[config.mk]
export PLATFORM = sky130hd
export DESIGN_NAME = multicycle_control
export DESIGN_NICKNAME = d
export VERILOG_FILES = /design/src/rtl/mc_ctrl_pkg.sv /design/src/rtl/mc_ctrl_decode.sv /design/src/rtl/multicycle_control.sv
export SDC_FILE = /design/constraint.sdc
export NUM_CORES = 1
export LEC_CHECK = 0
export CAP_MARGIN = 20
export CORE_MARGIN = 5
export CORE_UTILIZATION = 40
export DETAILED_ROUTE_END_ITERATION = 8
export GPL_ROUTABILITY_DRIVEN = 0
export PLACE_DENSITY = 0.7
export SLEW_MARGIN = 20
export SYNTH_ARGS = -nofsm -noshare
export SYNTH_HDL_FRONTEND = slang
export SYNTH_SLANG_ARGS = --single-unit
[constraint.sdc]
create_clock -name clk -period 3.25 [get_ports clk]
set_input_delay 0.975 -clock clk [delete_from_list [all_inputs] [get_ports clk]]
set_output_delay 0.975 -clock clk [all_outputs]
set_load 0.01 [all_outputs]
[src/rtl/mc_ctrl_pkg.sv]
// Shared definitions for the multi-cycle MIPS main control FSM.
//   - state_e   : FSM state encoding (BRANCH exists only when MC_BEQ_EN is defined)
//   - opcode_e  : supported IR[31:26] opcodes
//   - alu_op_e  : ALU_op encoding, shared with the downstream ALU control decoder
//   - src_b_e   : ALU_src_B encoding
//   - pc_src_e  : PC_source encoding
//   - ctrl_t    : bundle of all datapath strobes
//   - op_legal(): opcode support check used in DECODE
// Configuration macro: MC_BEQ_EN (enables beq / BRANCH state).
package mc_ctrl_pkg;

  typedef enum logic [3:0] {
    StFetch,
    StDecode,
    StMemAddr,
    StMemRead,
    StMemWb,
    StMemWrite,
    StExecR,
    StRWb,
    StExecI,
    StIWb
`ifdef MC_BEQ_EN
    ,
    StBranch
`endif
  } state_e;

  typedef enum logic [5:0] {
    OpRtype = 6'b000000,
    OpBeq   = 6'b000100,
    OpAddi  = 6'b001000,
    OpOri   = 6'b001101,
    OpLw    = 6'b100011,
    OpSw    = 6'b101011
  } opcode_e;

  typedef enum logic [1:0] {
    AluOpAdd   = 2'b00,
    AluOpSub   = 2'b01,
    AluOpFunct = 2'b10,
    AluOpOr    = 2'b11
  } alu_op_e;

  typedef enum logic [1:0] {
    SrcBReg    = 2'b00,
    SrcBFour   = 2'b01,
    SrcBImm    = 2'b10,
    SrcBImmSh2 = 2'b11
  } src_b_e;

  typedef enum logic [1:0] {
    PcSrcAlu    = 2'b00,
    PcSrcAluOut = 2'b01
  } pc_src_e;

  typedef struct packed {
    logic    pc_write;
    logic    pc_write_cond;
    logic    iord;
    logic    mem_read;
    logic    mem_write;
    logic    ir_write;
    logic    mem_to_reg;
    logic    reg_dst;
    logic    reg_write;
    logic    alu_src_a;
    src_b_e  alu_src_b;
    alu_op_e alu_op;
    pc_src_e pc_source;
    logic    zero_ext;
    logic    illegal_op;
  } ctrl_t;

  function automatic logic op_legal(logic [5:0] op);
    logic legal;
    case (op)
      OpRtype, OpAddi, OpOri, OpLw, OpSw: legal = 1'b1;
`ifdef MC_BEQ_EN
      OpBeq: legal = 1'b1;
`endif
      default: legal = 1'b0;
    endcase
    return legal;
  endfunction

endpackage

[src/rtl/mc_ctrl_decode.sv]
// Combinational output decode for the multi-cycle control FSM.
// Ports:
//   rst_i       : synchronous reset level; forces every strobe low while high
//   state_i     : current FSM state
//   op_i        : opcode IR[31:26]
//   mem_ready_i : memory handshake, qualifies IR/PC load in FETCH
//   ctrl_o      : all datapath strobes
// Configuration macro: MC_BEQ_EN (decodes the BRANCH state).
module mc_ctrl_decode
  import mc_ctrl_pkg::*;
(
  input  logic       rst_i,
  input  state_e     state_i,
  input  logic [5:0] op_i,
  input  logic       mem_ready_i,
  output ctrl_t      ctrl_o
);

  always_comb begin
    ctrl_o = '0;
    // Gate on reset so a state left over from before reset can't leak a write strobe.
    if (!rst_i) begin
      case (state_i)
        StFetch: begin
          ctrl_o.mem_read  = 1'b1;
          ctrl_o.alu_src_b = SrcBFour;
          ctrl_o.alu_op    = AluOpAdd;
          ctrl_o.ir_write  = mem_ready_i;
          ctrl_o.pc_write  = mem_ready_i;
        end
        StDecode: begin
          // ALU precomputes PC + (imm << 2) for a possible branch.
          ctrl_o.alu_src_b  = SrcBImmSh2;
          ctrl_o.alu_op     = AluOpAdd;
          ctrl_o.illegal_op = !op_legal(op_i);
        end
        StMemAddr: begin
          ctrl_o.alu_src_a = 1'b1;
          ctrl_o.alu_src_b = SrcBImm;
          ctrl_o.alu_op    = AluOpAdd;
        end
        StMemRead: begin
          ctrl_o.mem_read = 1'b1;
          ctrl_o.iord     = 1'b1;
        end
        StMemWb: begin
          ctrl_o.reg_write  = 1'b1;
          ctrl_o.mem_to_reg = 1'b1;
        end
        StMemWrite: begin
          ctrl_o.mem_write = 1'b1;
          ctrl_o.iord      = 1'b1;
        end
        StExecR: begin
          ctrl_o.alu_src_a = 1'b1;
          ctrl_o.alu_src_b = SrcBReg;
          ctrl_o.alu_op    = AluOpFunct;
        end
        StRWb: begin
          ctrl_o.reg_write = 1'b1;
          ctrl_o.reg_dst   = 1'b1;
        end
        StExecI: begin
          ctrl_o.alu_src_a = 1'b1;
          ctrl_o.alu_src_b = SrcBImm;
          if (op_i == OpOri) begin
            ctrl_o.alu_op   = AluOpOr;
            ctrl_o.zero_ext = 1'b1;
          end else begin
            ctrl_o.alu_op = AluOpAdd;
          end
        end
        StIWb: begin
          ctrl_o.reg_write = 1'b1;
        end
`ifdef MC_BEQ_EN
        StBranch: begin
          ctrl_o.alu_src_a     = 1'b1;
          ctrl_o.alu_src_b     = SrcBReg;
          ctrl_o.alu_op        = AluOpSub;
          ctrl_o.pc_write_cond = 1'b1;
          ctrl_o.pc_source     = PcSrcAluOut;
        end
`endif
        default: ctrl_o = '0;
      endcase
    end
  end

endmodule

[src/rtl/multicycle_control.sv]
// Main control FSM for the multi-cycle MIPS datapath.
// Sequences fetch/decode/execute/memory/writeback, stalls on Mem_ready and
// counts retired instructions.
// Ports:
//   clk, rst (sync, active-high), Op (IR[31:26]), Mem_ready
//   datapath strobes: PC_write, PC_write_cond, IorD, Mem_read, Mem_write, IR_write,
//   Mem_to_reg, Reg_dst, Reg_write, ALU_src_A, ALU_src_B, ALU_op, PC_source, Zero_ext
//   Illegal_op : one-cycle pulse in DECODE for an unsupported opcode
//   Retired    : wrapping count of completed instructions
// Configuration macro: MC_BEQ_EN (beq support; otherwise PC_write_cond/PC_source stay 0).
module multicycle_control
  import mc_ctrl_pkg::*;
#(
  parameter int unsigned CNT_W = 16
) (
  input  logic             clk,
  input  logic             rst,
  input  logic [5:0]       Op,
  input  logic             Mem_ready,
  output logic             PC_write,
  output logic             PC_write_cond,
  output logic             IorD,
  output logic             Mem_read,
  output logic             Mem_write,
  output logic             IR_write,
  output logic             Mem_to_reg,
  output logic             Reg_dst,
  output logic             Reg_write,
  output logic             ALU_src_A,
  output logic [1:0]       ALU_src_B,
  output logic [1:0]       ALU_op,
  output logic [1:0]       PC_source,
  output logic             Zero_ext,
  output logic             Illegal_op,
  output logic [CNT_W-1:0] Retired
);

  state_e           state_q, state_d;
  logic [CNT_W-1:0] retired_q, retired_d;
  logic             retire;
  ctrl_t            ctrl;

  always_comb begin
    state_d = state_q;
    retire  = 1'b0;
    case (state_q)
      StFetch: if (Mem_ready) state_d = StDecode;
      StDecode: begin
        case (Op)
          OpLw, OpSw:     state_d = StMemAddr;
          OpRtype:        state_d = StExecR;
          OpAddi, OpOri:  state_d = StExecI;
`ifdef MC_BEQ_EN
          OpBeq:          state_d = StBranch;
`endif
          default:        state_d = StFetch;
        endcase
      end
      StMemAddr: state_d = (Op == OpLw) ? StMemRead : StMemWrite;
      StMemRead: if (Mem_ready) state_d = StMemWb;
      StMemWb: begin
        state_d = StFetch;
        retire  = 1'b1;
      end
      StMemWrite: begin
        if (Mem_ready) begin
          state_d = StFetch;
          retire  = 1'b1;
        end
      end
      StExecR: state_d = StRWb;
      StRWb: begin
        state_d = StFetch;
        retire  = 1'b1;
      end
      StExecI: state_d = StIWb;
      StIWb: begin
        state_d = StFetch;
        retire  = 1'b1;
      end
`ifdef MC_BEQ_EN
      StBranch: begin
        state_d = StFetch;
        retire  = 1'b1;
      end
`endif
      default: state_d = StFetch;
    endcase
    retired_d = retire ? retired_q + CNT_W'(1) : retired_q;
  end

  always_ff @(posedge clk) begin
    if (rst) begin
      state_q   <= StFetch;
      retired_q <= '0;
    end else begin
      state_q   <= state_d;
      retired_q <= retired_d;
    end
  end

  mc_ctrl_decode u_decode (
    .rst_i       (rst),
    .state_i     (state_q),
    .op_i        (Op),
    .mem_ready_i (Mem_ready),
    .ctrl_o      (ctrl)
  );

  assign PC_write   = ctrl.pc_write;
  assign IorD       = ctrl.iord;
  assign Mem_read   = ctrl.mem_read;
  assign Mem_write  = ctrl.mem_write;
  assign IR_write   = ctrl.ir_write;
  assign Mem_to_reg = ctrl.mem_to_reg;
  assign Reg_dst    = ctrl.reg_dst;
  assign Reg_write  = ctrl.reg_write;
  assign ALU_src_A  = ctrl.alu_src_a;
  assign ALU_src_B  = ctrl.alu_src_b;
  assign ALU_op     = ctrl.alu_op;
  assign Zero_ext   = ctrl.zero_ext;
  assign Illegal_op = ctrl.illegal_op;
  // Without beq the decoder never drives these fields, so they are constant 0.
  assign PC_write_cond = ctrl.pc_write_cond;
  assign PC_source     = ctrl.pc_source;

  // Counter clears on the reset edge; mask it so the output reads 0 throughout reset.
  assign Retired = rst ? '0 : retired_q;

endmodule

==> results of run 1 <==
==> per-stage QoR <==
step / setup slack, ns / TNS (ns) / instances / util / power [mW]
CTS: 0.00668 / 0 / 276 / 0.586 / 0.442
global placement: -0.703 / -7.12 / 269 / 0.569 / 0.324
finish: 0.0607 / 0 / 276 / 0.598 / 0.442
detailed placement: -0.754 / -7.58 / 269 / 0.569 / 0.327
global route: -0.0129 / -0.0131 / 276 / 0.598 / 0.464
floorplan: 0.163 / 0 / 182 / - / 0.288
==> layer usage <==
layer  vias to the layer above  routed length, um
li1                        741                  -
met1                       696               1800
met2                        33               1900
met3                         4                144
met4                         0                 39
met5                         -                  0
==> timing repair <==
| item | 4_1_cts | 5_1_grt |
|---|---|---|
| hold buffers | 0 | 0 |
| pin swaps | 6 | 6 |
| buffers inserted | 4 | 0 |
| gates resized for setup | 47 | 15 |
| endpoints found under the setup margin | 31 | 15 |
==> synth_stat cells <==
master and instances:
and2_1 1, nand2_1 15, buf_2 4, mux2i_1 1, o41ai_1 1, a311oi_1 1, ha_1 1, nor3_1 14
o21ai_0 8, a2111oi_4 1, a31oi_1 1, nand2b_1 6, mux2_1 10, nor4_1 3, or4_1 4, inv_1 2
and4bb_1 1, nor2_1 19, or3_1 2, o21ai_1 1, nand4_1 4, mux2_2 1, o311a_1 1, conb_1 1
or2_0 1, a211oi_1 1, buf_4 4, and3_1 4, or4b_4 1, a22o_1 1, dfxtp_1 20, or4_4 1
o31ai_1 1, xor2_1 3, clkbuf_1 8, and2b_1 1, nor4b_1 4, nor2b_1 17, and4_1 1, o311ai_1 1
nand3_1 4, a21oi_1 4
==> how the worst min path moves through the flow <==
stage | from | to | slack, ns | depth (start not counted)
6_report | retired_q[4] | retired_q[4] | 0.53 | 2
5_1_grt | retired_q[4] | retired_q[4] | 0.56 | 2
4_1_cts | retired_q[4] | retired_q[4] | 0.52 | 2
3_5_place_dp | retired_q[4] | retired_q[4] | 0.51 | 2
3_3_place_gp | retired_q[4] | retired_q[4] | 0.49 | 2
2_1_floorplan | retired_q[4] | retired_q[4] | 0.48 | 2
==> layout make-up <==
type	instances	area [um2]
Multi-Input combinational cell	144	987
Fill cell	315	1350
Inverter	2	7.51
Sequential cell	20	400
Timing Repair Buffer	61	536
Tap cell	46	57.6
Clock buffer	3	22.5
==> power by group through the flow <==
stage	Clock [mW]	Combinational [mW]	Sequential, mW
after floorplan	0	0.0360	0.252
after global placement	0	0.0702	0.254
after detailed placement	0	0.0726	0.254
after CTS	0.119	0.0743	0.249
after global routing	0.132	0.0831	0.249
final	0.117	0.0764	0.249
==> cells by family (layout without fill, tap and decap cells) <==
kind of cell	Yosys count	in the layout	share of synthesized area
simple gates	103	103	0.411
compound gates	22	22	0.114
flops	20	20	0.286
buf+inv	18	66	0.0627
mux	12	12	0.0958
xor+xnor	3	3	0.0188
fa+ha+maj	1	1	0.00895
other cells	1	3	0.00268
==> state kept, by name (all words and copies together) (netlist names) <==
name / flops
retired_q: 16
state_q: 4
==> worst reg2reg max path, stage by stage, from the launching register on <==
cell and delay, ns:
dfxtp_1 0.40, buf_4 0.21, nor4b_1 0.37, a311oi_2 0.08
buf_4 0.22, nor4b_1 0.35, mux2_1 0.35
==> impl_results.md, run 1 <==
* Drt initial violations at 93
* WL/cell at 14.1 um
* Slowest-stage cell, CP: clkdlybuf4s50_1
* Mapped Avg Cell Area at 7.76 um2
* Post-route cell area at 2010 um2
* Die ar. at 4780 um2
* Core ar. at 3360 um2
* RR Startpoint: state_q[0]
* Critical Path AT at 2.21 ns
* Critical Path End Type: output pin
* Drt total wl at 3880 um
* Initial antenna violation count at 0
* Vias/cell at 5.34
* Overall routing resource usage at 0.154
* Finish-stage setup viols at 0
* Mapped Cells at 180
* CTS tree: done
* Flop pwr share at 0.563
* CTS clk-pin slew, worst paths at 0.10 ns
* Vias in the first global route at 1450
* Sequential fraction of the synthesis area at 0.286
* Most frequent cells in the layout: 20 x dfxtp_1, 18 x nor2_1, 18 x buf_4, 17 x clkdlybuf4s50_1
* Via count at 1474
* Layout area overhead at 43.9%
* Grt met3 use at 0.0378
* Rel. slew slack at 0.637
* Synth warnings at 0
* Switch share at 0.264
* Reg-to-reg endpoint: retired_q[6]
* Residual DRC at 0
* Slowest stage delay, CP at 0.56 ns
* Final Max Slew Viols at 0
* Synth top area share at 0.286
* Hpwl dp at 2860 um
* Endpoints failing hold at 0
* Num CTS Buffers at 3
* Grt peak-use layer: met2
* Met1 GRT Util at 0.194
* Fmax at 0.314 GHz
* Overall die height at 69.1 um
* Logic pwr share at 0.173
* HP Class: flip-flop to flip-flop
* Clk_lat worst skew at 0.30 ns
* Post-synthesis cell type with the largest combined area: dfxtp_1
* Setup Skew at 0.00412 ns
* Buffers plus inverters on the worst setup path at 3
* IO Count at 43
* Count of cell types in the netlist at 42
* Final Net Count at 242
* FF-to-FF path depth at 6
* Std cell rows at 21
* Critical path type: input pin to output pin
* N_diodes at 0
* Worst Path Max Fanout at 16
* Total grt overflow at 0
* Placed inst area at 1910 um2
* P_leak at 0.918 nW
* Startpoint Class: input pin
* CP Capture Point: ALU_src_A
* Power per cell area at 220 nW/um2
* Drt pass-1 iters at 4
* Die W at 69.1 um
* CP Depth at 4
* Initial Util at 0.416
* M2 GR Usage at 0.252
* Status: finished, final reports clean
* H-Tree Depth at 1
* Largest net degree at the start of global routing at 22
* CTS Root Cell: clkbuf_4
* Commonest non-fill, non-tap cell in the layout: dfxtp_1
* R2R setup slack at 1.16 ns
* CP cell instances: dlygate4sd2_1, buf_6, nor3_1, clkdlybuf4s50_1
* Layout cells sized above 1 at 0.209
* Req. time, crit path at 2.27 ns
* Synth Register Bits at 20
* Crit path time final at 3.19 ns
* CTS sink count at 20
* Peak VDD IR at 250 uV
* Clock share of power at 0.264
* Slew @ Worst Pin at 0.543 ns
* Synth top area cells: dfxtp_1 29%, mux2_1 8.1%, nor2b_1 7.6%, nor2_1 5.1%, nor3_1 5.0%
* Clock buffer depth at 2
* Fin Hold WS at 0.529 ns
* First-pass GRT wire length at 6340 um
* Final ANT Viol Nets at 0
* P_sw at 0.117 mW
* Port bufs at 39
* Cell Area, Synth at 1400 um2
* Fin crit share at 0.981
* Family with the most delay on the worst path: buffers and inverters
* Internal Power at 0.325 mW
* Maximum capacitance violations at 0
* Crit path from: rst
Power figures use the tool's default switching activity.
==> inputs of run 2 (changes only) <==
Settings changed: SKIP_CTS_REPAIR_TIMING set to 1.
==> run 2 against run 1 <==
  * Register-to-register slack about the same
  * Clock skew rose by 0.0036 ns
  * Clock power barely moved
  * Sequential share of layout area decreased by 0.15 points
  * Global-route usage down 0.30 points
  * Worst hold slack worse by 0.0046 ns
==> impl_results.md, run 2 (synthesis results as in run 1) <==
* Status: finished, final reports clean
* Worst Path Max Fanout at 2 (-14)
* M2 GR Usage at 0.254 (+0.00212)
* Commonest non-fill, non-tap cell in the layout: clkdlybuf4s50_1
* Final Max Slew Viols at 0 (unchanged)
* Largest registers: retired_q: 16 flops, state_q: 4 flops
* Die ar. at 4780 um2 (unchanged)
* Layout area overhead at 45.4%
* Largest net degree at the start of global routing at 22 (unchanged)
* Critical Path AT at 2.22 ns (about the same)
* Vias/cell at 5.44 (+1.9%)
* Startpoint Class: input pin
* FF-to-FF path depth at 6 (unchanged)
* Most frequent cells in the layout: 25 x clkdlybuf4s50_1, 19 x dfxtp_1, 18 x nor2_1, 18 x buf_4, 17 x nor2b_1
* Die W at 69.1 um (unchanged)
* Hold depth at 2 (unchanged)
* CTS tree: done
* Power Total at 0.442 mW (about the same)
* Req. time, crit path at 2.27 ns (about the same)
* Fin Hold WS at 0.524 ns (-0.00459 ns)
* Core ar. at 3360 um2 (unchanged)
* H-Tree Depth at 1 (unchanged)
* Layout cells sized above 1 at 0.175 (-0.0333)
* Endpoints failing hold at 0 (unchanged)
* Grt peak-use layer: met2
* Drt pass-1 iters at 5 (+1)
* Post-route cell area at 2030 um2 (+1.1%)
* Largest register FFs at 16 (unchanged)
* Critical Path End Type: output pin
* HP Class: flip-flop to flip-flop
* R2R setup slack at 1.16 ns (about the same)
* Setup Skew at 0.00770 ns (+0.00358 ns)
* Final ANT Viol Nets at 0 (unchanged)
* CTS clk-pin slew, worst paths at 0.10 ns (about the same)
* Maximum capacitance violations at 0 (unchanged)
* CTS Root Cell: clkbuf_4
* Clock buffer depth at 2 (unchanged)
* Reg-to-reg endpoint: retired_q[6]
* Std cell rows at 21 (unchanged)
* Residual DRC at 0 (unchanged)
* Vias in the first global route at 1435 (-1.0%)
* Fill cells at 321 (+1.9%)
* Setup_tns at 0 ns (unchanged)
* Via count at 1491 (+1.2%)
* Crit path time final at 3.20 ns (+0.0105 ns)
* Fin crit share at 0.985 (+0.00324)
* Met1 GRT Util at 0.188 (-0.00528)
* Drt total wl at 3840 um (-1.2%)
* IO Count at 43 (unchanged)
* WL/cell at 14.0 um (-0.46%)
* Initial Util at 0.416 (unchanged)
* Overall die height at 69.1 um (unchanged)
* CTS sink count at 20 (unchanged)
* Grt met3 use at 0.0363 (-0.00145)
* Num CTS Buffers at 3 (unchanged)
* Clk_lat worst skew at 0.30 ns (about the same)
* First-pass GRT wire length at 6240 um (-1.5%)
* Hpwl dp at 2860 um (unchanged)
* Initial antenna violation count at 0 (unchanged)
* Fmax at 0.313 GHz (-0.33%)
* P_leak at 0.908 nW (-1.1%)
* Min-Delay Endpoint: retired_q[4]
* N_diodes at 0 (unchanged)
* Placed inst area at 1910 um2 (unchanged)
* Finish-stage setup viols at 0 (unchanged)
* Total grt overflow at 0 (unchanged)
* Port bufs at 39 (unchanged)
* Overall routing resource usage at 0.151 (-0.00301)
* Hold wc startpoint: retired_q[4]
* Final Net Count at 240 (-0.83%)
* Power per cell area at 217 nW/um2 (-1.1%)
* Critical path type: input pin to output pin
* RR Startpoint: state_q[0]
* Peak VDD IR at 249 uV (-0.32%)
* Biggest register: retired_q
* Drt initial violations at 76 (-18%)
-- run 2: area by class of cell --
type	count	area (um2)	share of cell area
timing repair buffer	59	561	0.276
tap	46	57.6	0.0283
sequential	20	402	0.198
multi-input combinational	144	982	0.483
clock buffer	3	22.5	0.0111
inverter	2	7.51	0.00369
-- run 2: worst max-delay path: stages --
cell and delay [ns]:
clkbuf_2 0.10, buf_6 0.11, or4_4 0.55, a211oi_4 0.28, nor4_1 0.06, buf_2 0.15
-- run 2: routing by layer --
| metal | share of wire | vias up |
|---|---|---|
| met5 | 0 | - |
| met4 | 0.011 | 0 |
| met3 | 0.046 | 6 |
| met2 | 0.49 | 49 |
| met1 | 0.45 | 697 |
| li1 | - | 739 |
-- run 2: worst max path at each step --
| stage | startpoint | endpoint | cells past startpoint |
|---|---|---|---|
| 2_1_floorplan | Op[1] | ALU_op[1] | 4 |
| 3_3_place_gp | Op[1] | ALU_op[1] | 6 |
| 3_5_place_dp | Op[1] | ALU_op[1] | 6 |
| 4_1_cts | Op[1] | ALU_op[1] | 6 |
| 5_1_grt | rst | ALU_src_B[0] | 6 |
| 6_report | Op[5] | Illegal_op | 6 |
-- run 2: stage by stage --
step | std cells | util | setup slack [ns]
global route | 274 | 0.604 | -0.00279
floorplan | 182 | - | 0.163
finish | 274 | 0.604 | 0.0501
global placement | 269 | 0.569 | -0.703
CTS | 272 | 0.576 | -0.759
detailed placement | 269 | 0.569 | -0.754
-- run 2: power breakdown --
| part | leakage, nW | internal, mW | switching, mW |
|---|---|---|---|
| clock | 0.0138 | 0.0432 | 0.0724 |
| combinational | 0.732 | 0.0381 | 0.0394 |
| sequential | 0.162 | 0.246 | 0.00274 |
| total | 0.908 | 0.327 | 0.114 |
==> inputs of run 3 (changes only) <==
Settings changed: SETUP_SLACK_MARGIN set to 0.02.
==> run 3 against run 2 <==
  * Combinational power grew 2%
  * Clock skew is essentially flat
  * Total power grew 0.41%
  * Global-route usage unchanged
  * Count of clock-buffer cells in the layout stayed put
  * Final cell count rose by 0.36%
  * Highest routed layer unchanged
==> impl_results.md, run 3 (synthesis results as in run 1) <==
* H-Tree Depth at 1 (unchanged)
* WL/cell at 14.2 um (+1.3%)
* Critical Path AT at 2.22 ns (about the same)
* IO Count at 43 (unchanged)
* Final Net Count at 241 (+0.42%)
* Setup Skew at 0.00760 ns (-0.000106 ns)
* Total grt overflow at 0 (unchanged)
* Min-Delay Endpoint: retired_q[4]
* HP Class: flip-flop to flip-flop
* Port bufs at 39 (unchanged)
* Fin Hold WS at 0.524 ns (-0.000410 ns)
* Layout area overhead at 46.1%
* Core ar. at 3360 um2 (unchanged)
* P_leak at 0.915 nW (+0.84%)
* Hold depth at 2 (unchanged)
* Clock buffer depth at 2 (unchanged)
* Drt pass-1 iters at 5 (unchanged)
* Clk_lat worst skew at 0.30 ns (about the same)
* Power per cell area at 217 nW/um2 (about the same)
* Final Max Slew Viols at 0 (unchanged)
* R2R setup slack at 1.16 ns (about the same)
* Drt total wl at 3900 um (+1.7%)
* Status: finished, final reports clean
* Largest registers: retired_q: 16 flops, state_q: 4 flops
* CTS Root Cell: clkbuf_4
* Std cell rows at 21 (unchanged)
* Via count at 1486 (-0.34%)
* Peak VDD IR at 250 uV (+0.42%)
* Hold wc startpoint: retired_q[4]
* Worst Path Max Fanout at 2 (unchanged)
* Largest net degree at the start of global routing at 22 (unchanged)
* Startpoint Class: input pin
* Overall routing resource usage at 0.151 (unchanged)
* RR Startpoint: state_q[0]
* Drt initial violations at 87 (+14%)
* Vias/cell at 5.40 (-0.70%)
* Finish-stage setup viols at 0 (unchanged)
* Endpoints failing hold at 0 (unchanged)
* Largest register FFs at 16 (unchanged)
* Crit path time final at 3.19 ns (-0.00613 ns)
* Vias in the first global route at 1435 (unchanged)
* Commonest non-fill, non-tap cell in the layout: clkdlybuf4s50_1
* Initial antenna violation count at 0 (unchanged)
* Die ar. at 4780 um2 (unchanged)
* N_diodes at 0 (unchanged)
* Num CTS Buffers at 3 (unchanged)
* Final ANT Viol Nets at 0 (unchanged)
* Most frequent cells in the layout: 24 x clkdlybuf4s50_1, 19 x buf_4, 18 x nor2_1, 18 x dfxtp_1, 17 x nor2b_1
* Fin crit share at 0.983 (-0.00189)
* Initial Util at 0.416 (unchanged)
* Reg-to-reg endpoint: retired_q[6]
* CTS sink count at 20 (unchanged)
* Residual DRC at 0 (unchanged)
* CTS clk-pin slew, worst paths at 0.10 ns (about the same)
* Maximum capacitance violations at 0 (unchanged)
* CTS tree: done
* FF-to-FF path depth at 6 (unchanged)
* Req. time, crit path at 2.27 ns (about the same)
* Layout cells sized above 1 at 0.188 (+0.0123)
* Hpwl dp at 2860 um (unchanged)
* First-pass GRT wire length at 6240 um (unchanged)
* Setup_tns at 0 ns (unchanged)
* Critical Path End Type: output pin
* Die W at 69.1 um (unchanged)
* Critical path type: input pin to output pin
* Biggest register: retired_q
* Overall die height at 69.1 um (unchanged)
* Fmax at 0.313 GHz (+0.19%)
* RSZ-0062 raised after global routing: false
## run 3: cell types whose count changed in the layout (fill, tap and decap cells not counted)
cell and delta:
dfxtp_1 -1, buf_6 +1, buf_4 +1, clkdlybuf4s50_1 -1, dfxtp_2 +1
## run 3: layout make-up
class	count	area, um2
Clock buffer	3	22.5
Timing Repair Buffer	60	569
Fill cell	318	1320
Sequential cell	20	403
Inverter	2	7.51
Tap cell	46	57.6
Multi-Input combinational cell	144	982
## run 3: power by group
group | leakage, nW | internal, mW | switching (mW)
Sequential | 0.162 | 0.246 | 0.00278
Combinational | 0.739 | 0.0390 | 0.0400
Clock | 0.0138 | 0.0432 | 0.0726
Total | 0.915 | 0.328 | 0.115
## run 3: how the worst max path moves through the flow
stage | depth (start not counted) | start | to | slack [ns]
global route | 6 | Op[5] | Illegal_op | 0.02
CTS | 6 | Op[1] | ALU_op[1] | -0.76
global placement | 6 | Op[1] | ALU_op[1] | -0.70
floorplan | 4 | Op[1] | ALU_op[1] | 0.16
detailed placement | 6 | Op[1] | ALU_op[1] | -0.75
finish | 6 | Op[5] | Illegal_op | 0.06
## run 3: through the flow
| stage | instances | power (mW) | util | area (um2) | setup slack (ns) |
|---|---|---|---|---|---|
| 2_1_floorplan | 182 | 0.288 | - | 1410 | 0.163 |
| 6_report | 275 | 0.444 | 0.607 | 2040 | 0.0563 |
| 4_1_cts | 272 | 0.441 | 0.576 | 1940 | -0.759 |
| 3_3_place_gp | 269 | 0.324 | 0.569 | 1910 | -0.703 |
| 3_5_place_dp | 269 | 0.327 | 0.569 | 1910 | -0.754 |
| 5_1_grt | 275 | 0.467 | 0.607 | 2040 | 0.0161 |
## run 3: worst max-delay path, cell delays in order
cell and delay, ns:
buf_6 0.09, buf_6 0.10, or4_4 0.55, a211oi_4 0.28, nor4_1 0.06, buf_2 0.15
## run 3: layer usage
layer  share of wire  global-route usage
met5               0                   0
met1            0.45               0.188
met2            0.49               0.254
met3           0.047              0.0363
met4           0.010              0.0499
